$ cat src/rtl/adc_dual_capture_pkg.sv
// Shared definitions for the dual-channel SAR ADC capture controller.
// Contents:
//   state_e      - conversion FSM states
//   DEF_*        - default timing parameters, shared with sibling pin controllers
//   timer_width  - width of the shared cycle timer (at least 8 bits)
package adc_dual_capture_pkg;

    typedef enum logic [2:0] {
        StIdle,
        StConv,
        StWaitHi,
        StWaitLo,
        StRead,
        StDone,
        StAbort
    } state_e;

    localparam int unsigned DEF_DATA_BITS = 12;
    localparam int unsigned DEF_SCLK_DIV  = 4;
    localparam int unsigned DEF_CNV_LOW   = 2;
    localparam int unsigned DEF_BUSY_TO   = 255;
    localparam int unsigned DEF_AVG_LOG2  = 2;

    // One timer serves the CNVST pulse, the BUSY timeouts and the SCLK half-periods.
    function automatic int unsigned timer_width(input int unsigned busy_to,
                                                input int unsigned cnv_low,
                                                input int unsigned sclk_div);
        int unsigned m;
        int unsigned w;
        m = busy_to;
        if (cnv_low > m) m = cnv_low;
        if (sclk_div > m) m = sclk_div;
        w = $clog2(m + 1);
        return (w < 8) ? 8 : w;
    endfunction

endpackage

$ cat src/rtl/adc_dual_capture_sync.sv
// Two-flop synchronizer for a single asynchronous level.
// Ports:
//   clk - destination clock
//   rst - async active-high reset, output clears to 0
//   d   - asynchronous input
//   q   - synchronized output (two clk cycles of latency)
module sync_2ff (
    input  logic clk,
    input  logic rst,
    input  logic d,
    output logic q
);

    logic meta;

    always_ff @(posedge clk or posedge rst) begin
        if (rst) begin
            meta <= 1'b0;
            q    <= 1'b0;
        end else begin
            meta <= d;
            q    <= meta;
        end
    end

endmodule

$ cat src/rtl/adc_dual_capture.sv
// Conversion controller for a dual-channel SAR ADC. One start request runs a
// conversion (CNVST pulse, BUSY handshake) and shifts both channels in MSB-first,
// then presents data_a/data_b with a one-cycle valid pulse. A BUSY edge that
// never arrives aborts the conversion with a one-cycle err pulse.
// Build option: define ADC_AVG_EN to average 2**AVG_LOG2 conversions per start.
// Ports:
//   CLK, RST          - system clock, async active-high reset
//   start             - one-cycle request, ignored while busy
//   busy              - high from accepted start until valid/err
//   valid, err        - one-cycle completion / timeout pulses
//   data_a, data_b    - channel results, held until the next valid
//   CNVST_ADC, CS_ADC - active-low convert start and chip select
//   SCLK_ADC          - serial clock, idles high
//   BUSY_ADC          - ADC busy (asynchronous)
//   DoutA_ADC/B       - serial data from the ADC
module adc_dual_capture
    import adc_dual_capture_pkg::*;
#(
    parameter int unsigned DATA_BITS = DEF_DATA_BITS,
    parameter int unsigned SCLK_DIV  = DEF_SCLK_DIV,
    parameter int unsigned CNV_LOW   = DEF_CNV_LOW,
    parameter int unsigned BUSY_TO   = DEF_BUSY_TO,
    parameter int unsigned AVG_LOG2  = DEF_AVG_LOG2
) (
    input  logic                 CLK,
    input  logic                 RST,
    input  logic                 start,
    output logic                 busy,
    output logic                 valid,
    output logic [DATA_BITS-1:0] data_a,
    output logic [DATA_BITS-1:0] data_b,
    output logic                 err,
    output logic                 CNVST_ADC,
    output logic                 CS_ADC,
    output logic                 SCLK_ADC,
    input  logic                 BUSY_ADC,
    input  logic                 DoutA_ADC,
    input  logic                 DoutB_ADC
);

    localparam int unsigned TW = timer_width(BUSY_TO, CNV_LOW, SCLK_DIV);
    localparam int unsigned BW = (DATA_BITS > 1) ? $clog2(DATA_BITS) : 1;

    localparam logic [TW-1:0] CNV_RELOAD  = TW'(CNV_LOW - 1);
    localparam logic [TW-1:0] BUSY_RELOAD = TW'(BUSY_TO - 1);
    localparam logic [TW-1:0] HALF_RELOAD = TW'(SCLK_DIV - 1);
    localparam logic [BW-1:0] LAST_BIT    = BW'(DATA_BITS - 1);

    logic                 busy_s;
    state_e               state;
    logic [TW-1:0]        tmr;
    logic [BW-1:0]        bit_cnt;
    logic [DATA_BITS-1:0] sh_a;
    logic [DATA_BITS-1:0] sh_b;

    sync_2ff u_busy_sync (
        .clk (CLK),
        .rst (RST),
        .d   (BUSY_ADC),
        .q   (busy_s)
    );

`ifdef ADC_AVG_EN
    localparam int unsigned AW = DATA_BITS + AVG_LOG2;

    logic [AW-1:0]       acc_a;
    logic [AW-1:0]       acc_b;
    logic [AW-1:0]       sum_a;
    logic [AW-1:0]       sum_b;
    logic [AVG_LOG2-1:0] conv_idx;

    // Running sum including the word that has just finished shifting in.
    assign sum_a = acc_a + AW'(sh_a);
    assign sum_b = acc_b + AW'(sh_b);
`endif

    always_ff @(posedge CLK or posedge RST) begin
        if (RST) begin
            state     <= StIdle;
            tmr       <= '0;
            bit_cnt   <= '0;
            sh_a      <= '0;
            sh_b      <= '0;
            busy      <= 1'b0;
            valid     <= 1'b0;
            err       <= 1'b0;
            data_a    <= '0;
            data_b    <= '0;
            CNVST_ADC <= 1'b1;
            CS_ADC    <= 1'b1;
            SCLK_ADC  <= 1'b1;
`ifdef ADC_AVG_EN
            acc_a     <= '0;
            acc_b     <= '0;
            conv_idx  <= '0;
`endif
        end else begin
            valid <= 1'b0;
            err   <= 1'b0;
            unique case (state)
                StIdle: begin
                    if (start) begin
                        state     <= StConv;
                        busy      <= 1'b1;
                        CNVST_ADC <= 1'b0;
                        tmr       <= CNV_RELOAD;
`ifdef ADC_AVG_EN
                        acc_a     <= '0;
                        acc_b     <= '0;
                        conv_idx  <= '0;
`endif
                    end
                end
                StConv: begin
                    if (tmr == '0) begin
                        state     <= StWaitHi;
                        CNVST_ADC <= 1'b1;
                        tmr       <= BUSY_RELOAD;
                    end else begin
                        tmr <= tmr - 1'b1;
                    end
                end
                StWaitHi: begin
                    if (busy_s) begin
                        state <= StWaitLo;
                        tmr   <= BUSY_RELOAD;
                    end else if (tmr == '0) begin
                        state     <= StAbort;
                        err       <= 1'b1;
                        busy      <= 1'b0;
                        CNVST_ADC <= 1'b1;
                        CS_ADC    <= 1'b1;
                        SCLK_ADC  <= 1'b1;
                    end else begin
                        tmr <= tmr - 1'b1;
                    end
                end
                StWaitLo: begin
                    if (!busy_s) begin
                        // First SCLK fall coincides with CS assertion.
                        state    <= StRead;
                        CS_ADC   <= 1'b0;
                        SCLK_ADC <= 1'b0;
                        tmr      <= HALF_RELOAD;
                        bit_cnt  <= '0;
                    end else if (tmr == '0) begin
                        state     <= StAbort;
                        err       <= 1'b1;
                        busy      <= 1'b0;
                        CNVST_ADC <= 1'b1;
                        CS_ADC    <= 1'b1;
                        SCLK_ADC  <= 1'b1;
                    end else begin
                        tmr <= tmr - 1'b1;
                    end
                end
                StRead: begin
                    if (tmr != '0) begin
                        tmr <= tmr - 1'b1;
                    end else if (!SCLK_ADC) begin
                        // Sample on the edge that raises SCLK.
                        SCLK_ADC <= 1'b1;
                        sh_a     <= {sh_a[DATA_BITS-2:0], DoutA_ADC};
                        sh_b     <= {sh_b[DATA_BITS-2:0], DoutB_ADC};
                        tmr      <= HALF_RELOAD;
                    end else if (bit_cnt != LAST_BIT) begin
                        SCLK_ADC <= 1'b0;
                        bit_cnt  <= bit_cnt + 1'b1;
                        tmr      <= HALF_RELOAD;
                    end else begin
                        CS_ADC <= 1'b1;
`ifdef ADC_AVG_EN
                        if (conv_idx != '1) begin
                            // Chain the next conversion of the batch directly.
                            acc_a     <= sum_a;
                            acc_b     <= sum_b;
                            conv_idx  <= conv_idx + 1'b1;
                            state     <= StConv;
                            CNVST_ADC <= 1'b0;
                            tmr       <= CNV_RELOAD;
                        end else begin
                            data_a <= DATA_BITS'(sum_a >> AVG_LOG2);
                            data_b <= DATA_BITS'(sum_b >> AVG_LOG2);
                            valid  <= 1'b1;
                            busy   <= 1'b0;
                            state  <= StDone;
                        end
`else
                        data_a <= sh_a;
                        data_b <= sh_b;
                        valid  <= 1'b1;
                        busy   <= 1'b0;
                        state  <= StDone;
`endif
                    end
                end
                StDone: state <= StIdle;
                StAbort: state <= StIdle;
                default: state <= StIdle;
            endcase
        end
    end

endmodule

$ cat config.mk
export PLATFORM = sky130hd
export DESIGN_NAME = adc_dual_capture
export DESIGN_NICKNAME = d
export VERILOG_FILES = /design/src/rtl/adc_dual_capture_pkg.sv /design/src/rtl/adc_dual_capture_sync.sv /design/src/rtl/adc_dual_capture.sv
export SDC_FILE = /design/constraint.sdc
export NUM_CORES = 1
export LEC_CHECK = 0
export CAP_MARGIN = 20
export CELL_PAD_IN_SITES_DETAIL_PLACEMENT = 0
export CELL_PAD_IN_SITES_GLOBAL_PLACEMENT = 1
export CORE_ASPECT_RATIO = 2
export CORE_MARGIN = 2
export CORE_UTILIZATION = 45
export DETAILED_ROUTE_END_ITERATION = 6
export GPL_TIMING_DRIVEN = 0
export PLACE_DENSITY = 0.84
export SLEW_MARGIN = 20
export SYNTH_ARGS = -nofsm -noshare
export SYNTH_HDL_FRONTEND = slang
export SYNTH_HIERARCHICAL = 1
export SYNTH_SLANG_ARGS = --single-unit
$ cat constraint.sdc
create_clock -name CLK -period 2.8 [get_ports CLK]
set_input_delay 0.84 -clock CLK [delete_from_list [all_inputs] [get_ports CLK]]
set_output_delay 0.84 -clock CLK [all_outputs]
set_load 0.005 [all_outputs]
== Word-level counts from Yosys, hierarchy flattened ==
Index checks and enable logic that the tools add are counted.

* Add/subtract/negate cells: 2
* Equal/unequal tests: 15
* Multiplexer cells: 57
* Bitwise gates (word level): 3
* Reductions and logical operators: 17

{| class="wikitable"
|+ Operators by type and width
! operator !! count
|-
| 2-to-1 mux 8 bit || 8
|-
| case mux 8 bit (5 select lines) || 1
|-
| 2-to-1 mux 1 bit || 29
|-
| 2-to-1 mux 3 bit || 8
|-
| 2-to-1 mux 4 bit || 4
|-
| != test 2 bit (second input constant) || 8
|-
| case mux 3 bit (5 select lines) || 1
|-
| AND reduction 5 bit || 3
|-
| AND reduction 3 bit || 3
|-
| zero test 8 bit || 1
|-
| != test 4 bit (second input constant) || 2
|-
| case mux 1 bit (4 select lines) || 2
|-
| case mux 4 bit (2 select lines) || 1
|-
| AND reduction 4 bit || 2
|-
| nonzero test 4 bit || 2
|-
| nonzero test 8 bit || 1
|-
| subtractor 8 x 1 -> 8 bit (second input constant) || 1
|-
| AND reduction 7 bit || 1
|-
| equality test 3 x 2 -> 1 bit (second input constant) || 2
|-
| case mux 1 bit (3 select lines) || 2
|-
| nonzero test 5 bit || 1
|-
| adder 4 x 1 -> 4 bit (second input constant) || 1
|-
| equality test 3 x 1 -> 1 bit (second input constant) || 1
|-
| equality test 3 bit (second input constant) || 1
|-
| 6 further kinds || 8
|}

* Register bits after elaboration: 71

== Logic depth before layout (Yosys ltp) ==
* Depth in word-level cells: 5
* Depth in mapped cells: 11
* Gate-level depth less buffers: 10

== Hierarchy ==
The synthesis kept the hierarchy.

{| class="wikitable"
|+ By module, submodules not included
! module !! instances !! cells an instance !! area an instance (sq um) !! seq. area each (sq um)
|-
| adc_dual_capture || 1 || 253 || 3,179.3 || 1,730.4
|-
| sync_2ff || 1 || 3 || 53.8 || 50.0
|}

== Worst setup path before layout ==
OpenSTA, ideal clock, no wires.

* Path kind: register to register
* Start point: register tmr[0]
* End point: register tmr[0]
* Setup time: 124 ps
* Data arrival time: 2,247 ps
* Required time: 2,676 ps
* Setup slack: 429 ps
* Cell stages (with the launch flop): 12
* Path buffers: 1
* Cell sequence: dfrtp_1 -> inv_1 -> ha_1 -> or3b_2 -> nor2_4 -> inv_2 -> buf_6 -> ha_1 -> nor3b_1 -> a21oi_1 -> a2bb2oi_1 -> o31a_1

* Cells in the longest elaborated chain, start to end: 4
* Elaborated cells between the ends (all ways): 11

{| class="wikitable"
|+ RTL lines
! item !! RTL line !! text
|-
| start: declaration || adc_dual_capture.sv:51 || <nowiki>logic [TW-1:0] tmr;</nowiki>
|-
| start signal: assignment || adc_dual_capture.sv:120 || <nowiki>tmr <= tmr - 1'b1;</nowiki>
|-
| start signal: assignment || adc_dual_capture.sv:135 || <nowiki>tmr <= tmr - 1'b1;</nowiki>
|-
| start signal: assignment || adc_dual_capture.sv:154 || <nowiki>tmr <= tmr - 1'b1;</nowiki>
|-
| subtractor 8 x 1 -> 8 bit / zero test 8 bit (equally long branches) || - ||
|-
| 2-to-1 mux 8 bit || adc_dual_capture.sv:127, adc_dual_capture.sv:146 ||
|-
| 2-to-1 mux 8 bit (on tied branches) || adc_dual_capture.sv:139, adc_dual_capture.sv:124 ||
|-
| case mux 8 bit (5 select lines) || adc_dual_capture.sv:100 || <nowiki>unique case (state)</nowiki>
|}

Parallel ways exist; a longest one is shown, timed or not.
A chain may end at the register's enable or synchronous reset.

== Worst setup path after layout ==
Ends and elaborated chain as after synthesis.

==> out/results.ini <==
[floorplanning]
io_pins=36
die_h_um=124
fp-row-count=43
die_area_um2=7920
core_area_um2=6940
die_x_um=63.9
initial_core_util_pct=46.6

[yosys]
synth.distinct_cells=51
async_reset_ff_share_pct=100
seq_area_frac_synth_pct=55.1
syn_area_um2=3230
synth_edf_count=0
ys_warn_count=6
synth_fp_nets=267
synth_ff_type=dfrtp_1
synth_top_area_share_pct=52.6
ys_ff_latch=71
syn_avg_cell_area_um2=12.6
synth_largest_area_cell=dfrtp_1
synth_area_leaders=dfrtp_1, mux2_2, dfstp_2
synthCells=256

[sta]
hold_viol_final=0
finalClockSkew_ns=0.00464
period_needed_ns=2.63
max_slew_margin_pct=38.8
whs_ns=0.356
max_freq_ghz=0.381
report.final.setup_viol=0
worst_pin_slew_ns=0.915
worst_slack_ns=0.174
period_share_pct=93.8
report.final.slew_viol_count=0
rsz0062_at_grt=false

[routing]
postRouteAntennaNets=0
drt-pass1-iter-count=4
vias=2203
drt_wl_total_mm=6.53
drc=0
wl_per_cell_um=16.4
vias_per_cell=5.54
drt_iter0_markers=126

[worst_setup_path]
cp_data_arrival_time_ns=2.84
path_class=flip-flop to flip-flop
worstPathRequired_ns=3.02
crit_path_end=tmr[0]$_DFFE_PP0P_
reg2reg_depth=11
regToRegSetupSlack_ns=0.17
startpoint_type=flip-flop
r2r-end=tmr[0]$_DFFE_PP0P_
startpoint=tmr[0]$_DFFE_PP0P_
cp_max_fo=11
crit_path_end_kind=flip-flop
r2r-start=tmr[0]$_DFFE_PP0P_

[clock_tree]
cts_tree=yes
clockBufferDepth=2
clock_latency_ns=0.33
hold_buffers=0
htreeDepth=3
clockRootBuffer=clkbuf_16
clk_pin_slew_ns=0.06
numCtsBuffers=9
numClockSinks=71
cts_setup_buffers=0
cts_resized=0

[flow_run]
max_cap_violations=0

[layout]
syn2layout_area_growth_pct=23.8
layout_common_cells=dfrtp_1, mux2_2, clkdlybuf4s50_1
layout_commonest_cell=dfrtp_1
antenna_cells=0
fin_cells=398
fin_util_pct=57.7
drive_above_1_share_pct=27.3
finalNetCount=314

[placement]
globalplace.congestion=0.857
dp_slack_ns=0.213
portBuffers=35
hpwl_mm=4.73
placedCellCount=382

[power_and_ir_drop]
p_total_w=0.00305
switchingPower_w=0.000967
p_int_w=0.00209
vdd_ir_drop_max_mv=0.495
pwr-share-clk_pct=33.8
power_switching_share_pct=31.7
power_density_nw_per_um2=763
combinationalPowerShare_pct=24.9
pwr-share-seq_pct=41.3
p_leak_nw=1.85

[min_path]
min_path_type=flip-flop to flip-flop

[global_route]
grt_max_degree=57
grt_first_pass_wirelength_mm=11.1
antenna_found_initial=0
grt_pass1_vias=2373
track_usage_pct=18.3
grt-ovfl-total=0

[status]
status=completed

## power groups by stage
stage               clock, W  combinational, W  sequential [W]
floorplan                  0          0.000577         0.00124
global placement           0          0.000738         0.00127
detailed placement         0          0.000760         0.00128
CTS                  0.00106          0.000763         0.00126
global route         0.00109          0.000859         0.00128
finish               0.00103          0.000760         0.00126
## stage by stage
step                      cell area, µm²  setup TNS (ns)
after detailed placement            3730               0
after global placement              3700          -60.52
after floorplan                     3230               0
after CTS                           4000               0
final                               4000               0
after global routing                4000               0
## critical path, stage by stage, from the launching register on
cell and delay [ns]:
dfrtp_1 0.44, inv_1 0.14, ha_1 0.16, or3b_2 0.51, nor2_4 0.14, inv_2 0.08
buf_6 0.15, ha_1 0.18, nor3b_1 0.21, a21oi_1 0.06, a2bb2oi_1 0.14, o31a_1 0.30
## logic make-up (layout without fill, tap and decap cells)
| kind of cell | Yosys count | after routing | synth area share, % |
|---|---|---|---|
| adders and majority gates | 5 | 5 | 1.93 |
| xor gates and xnor gates | 2 | 2 | 0.542 |
| DFF | 71 | 71 | 55.1 |
| and+or+nand+nor | 49 | 49 | 9.67 |
| AOI/OAI and AO/OA | 54 | 54 | 11.8 |
| buffers and inverters | 25 | 77 | 3.60 |
| muxes | 50 | 50 | 17.4 |
## final cells by class
type	instances	area (µm²)
buffer	10	60.1
clock buffer	9	225
clock inverter	7	50.0
fill	581	2940
inverter	15	58.8
multi-input combinational	160	1340
sequential	71	1780
tap	90	113
timing repair buffer	36	378
## metal layers
metal | share of wire (%) | vias to the layer above | global-route usage (%) | routed length, µm
met5 | 0 | - | 0 | 0
met4 | 2.9 | 0 | 10.6 | 192
met3 | 4.1 | 13 | 4.25 | 268
met2 | 56 | 47 | 33.4 | 3660
met1 | 37 | 1105 | 18.8 | 2410
li1 | - | 1038 | - | -
## registers in the layout (all words and copies together), names as in the netlist
name,count
data_a,12
data_b,12
sh_a,12
sh_b,12
tmr,8
bit_cnt,4
state,3
CNVST_ADC,1
CS_ADC,1
SCLK_ADC,1
busy,1
err,1
u_busy_sync/meta,1
u_busy_sync/q,1
valid,1
## Yosys cell counts, types with 2 or more instances
cell type,instances
nor3b_1,4
inv_1,14
dfstp_2,3
o22ai_1,3
dfrtp_1,68
or3_1,2
o32ai_1,3
nor2b_1,2
a221oi_1,3
nand3_1,3
or3b_2,3
o2bb2ai_1,3
a21oi_1,12
a31oi_1,3
ha_1,5
o31ai_1,3
clkbuf_1,6
mux2_2,48
a211o_1,4
nand2_1,6
or4_1,3
buf_6,3
nor4_1,2
nor3_1,3
nand2b_1,4
a2bb2oi_1,3
o21ai_0,8
nor2_1,9
## worst min path at each step
stage | startpoint | end | slack [ns] | cells after the start
detailed placement | u_busy_sync/meta$_DFF_PP0_ | u_busy_sync/q$_DFF_PP0_ | 0.34 | 0
floorplan | u_busy_sync/meta$_DFF_PP0_ | u_busy_sync/q$_DFF_PP0_ | 0.33 | 0
global placement | u_busy_sync/meta$_DFF_PP0_ | u_busy_sync/q$_DFF_PP0_ | 0.34 | 0
CTS | u_busy_sync/meta$_DFF_PP0_ | u_busy_sync/q$_DFF_PP0_ | 0.36 | 0
global route | u_busy_sync/meta$_DFF_PP0_ | u_busy_sync/q$_DFF_PP0_ | 0.36 | 0
finish | u_busy_sync/meta$_DFF_PP0_ | u_busy_sync/q$_DFF_PP0_ | 0.36 | 0
No activity file was read; power rests on OpenSTA's default activity.
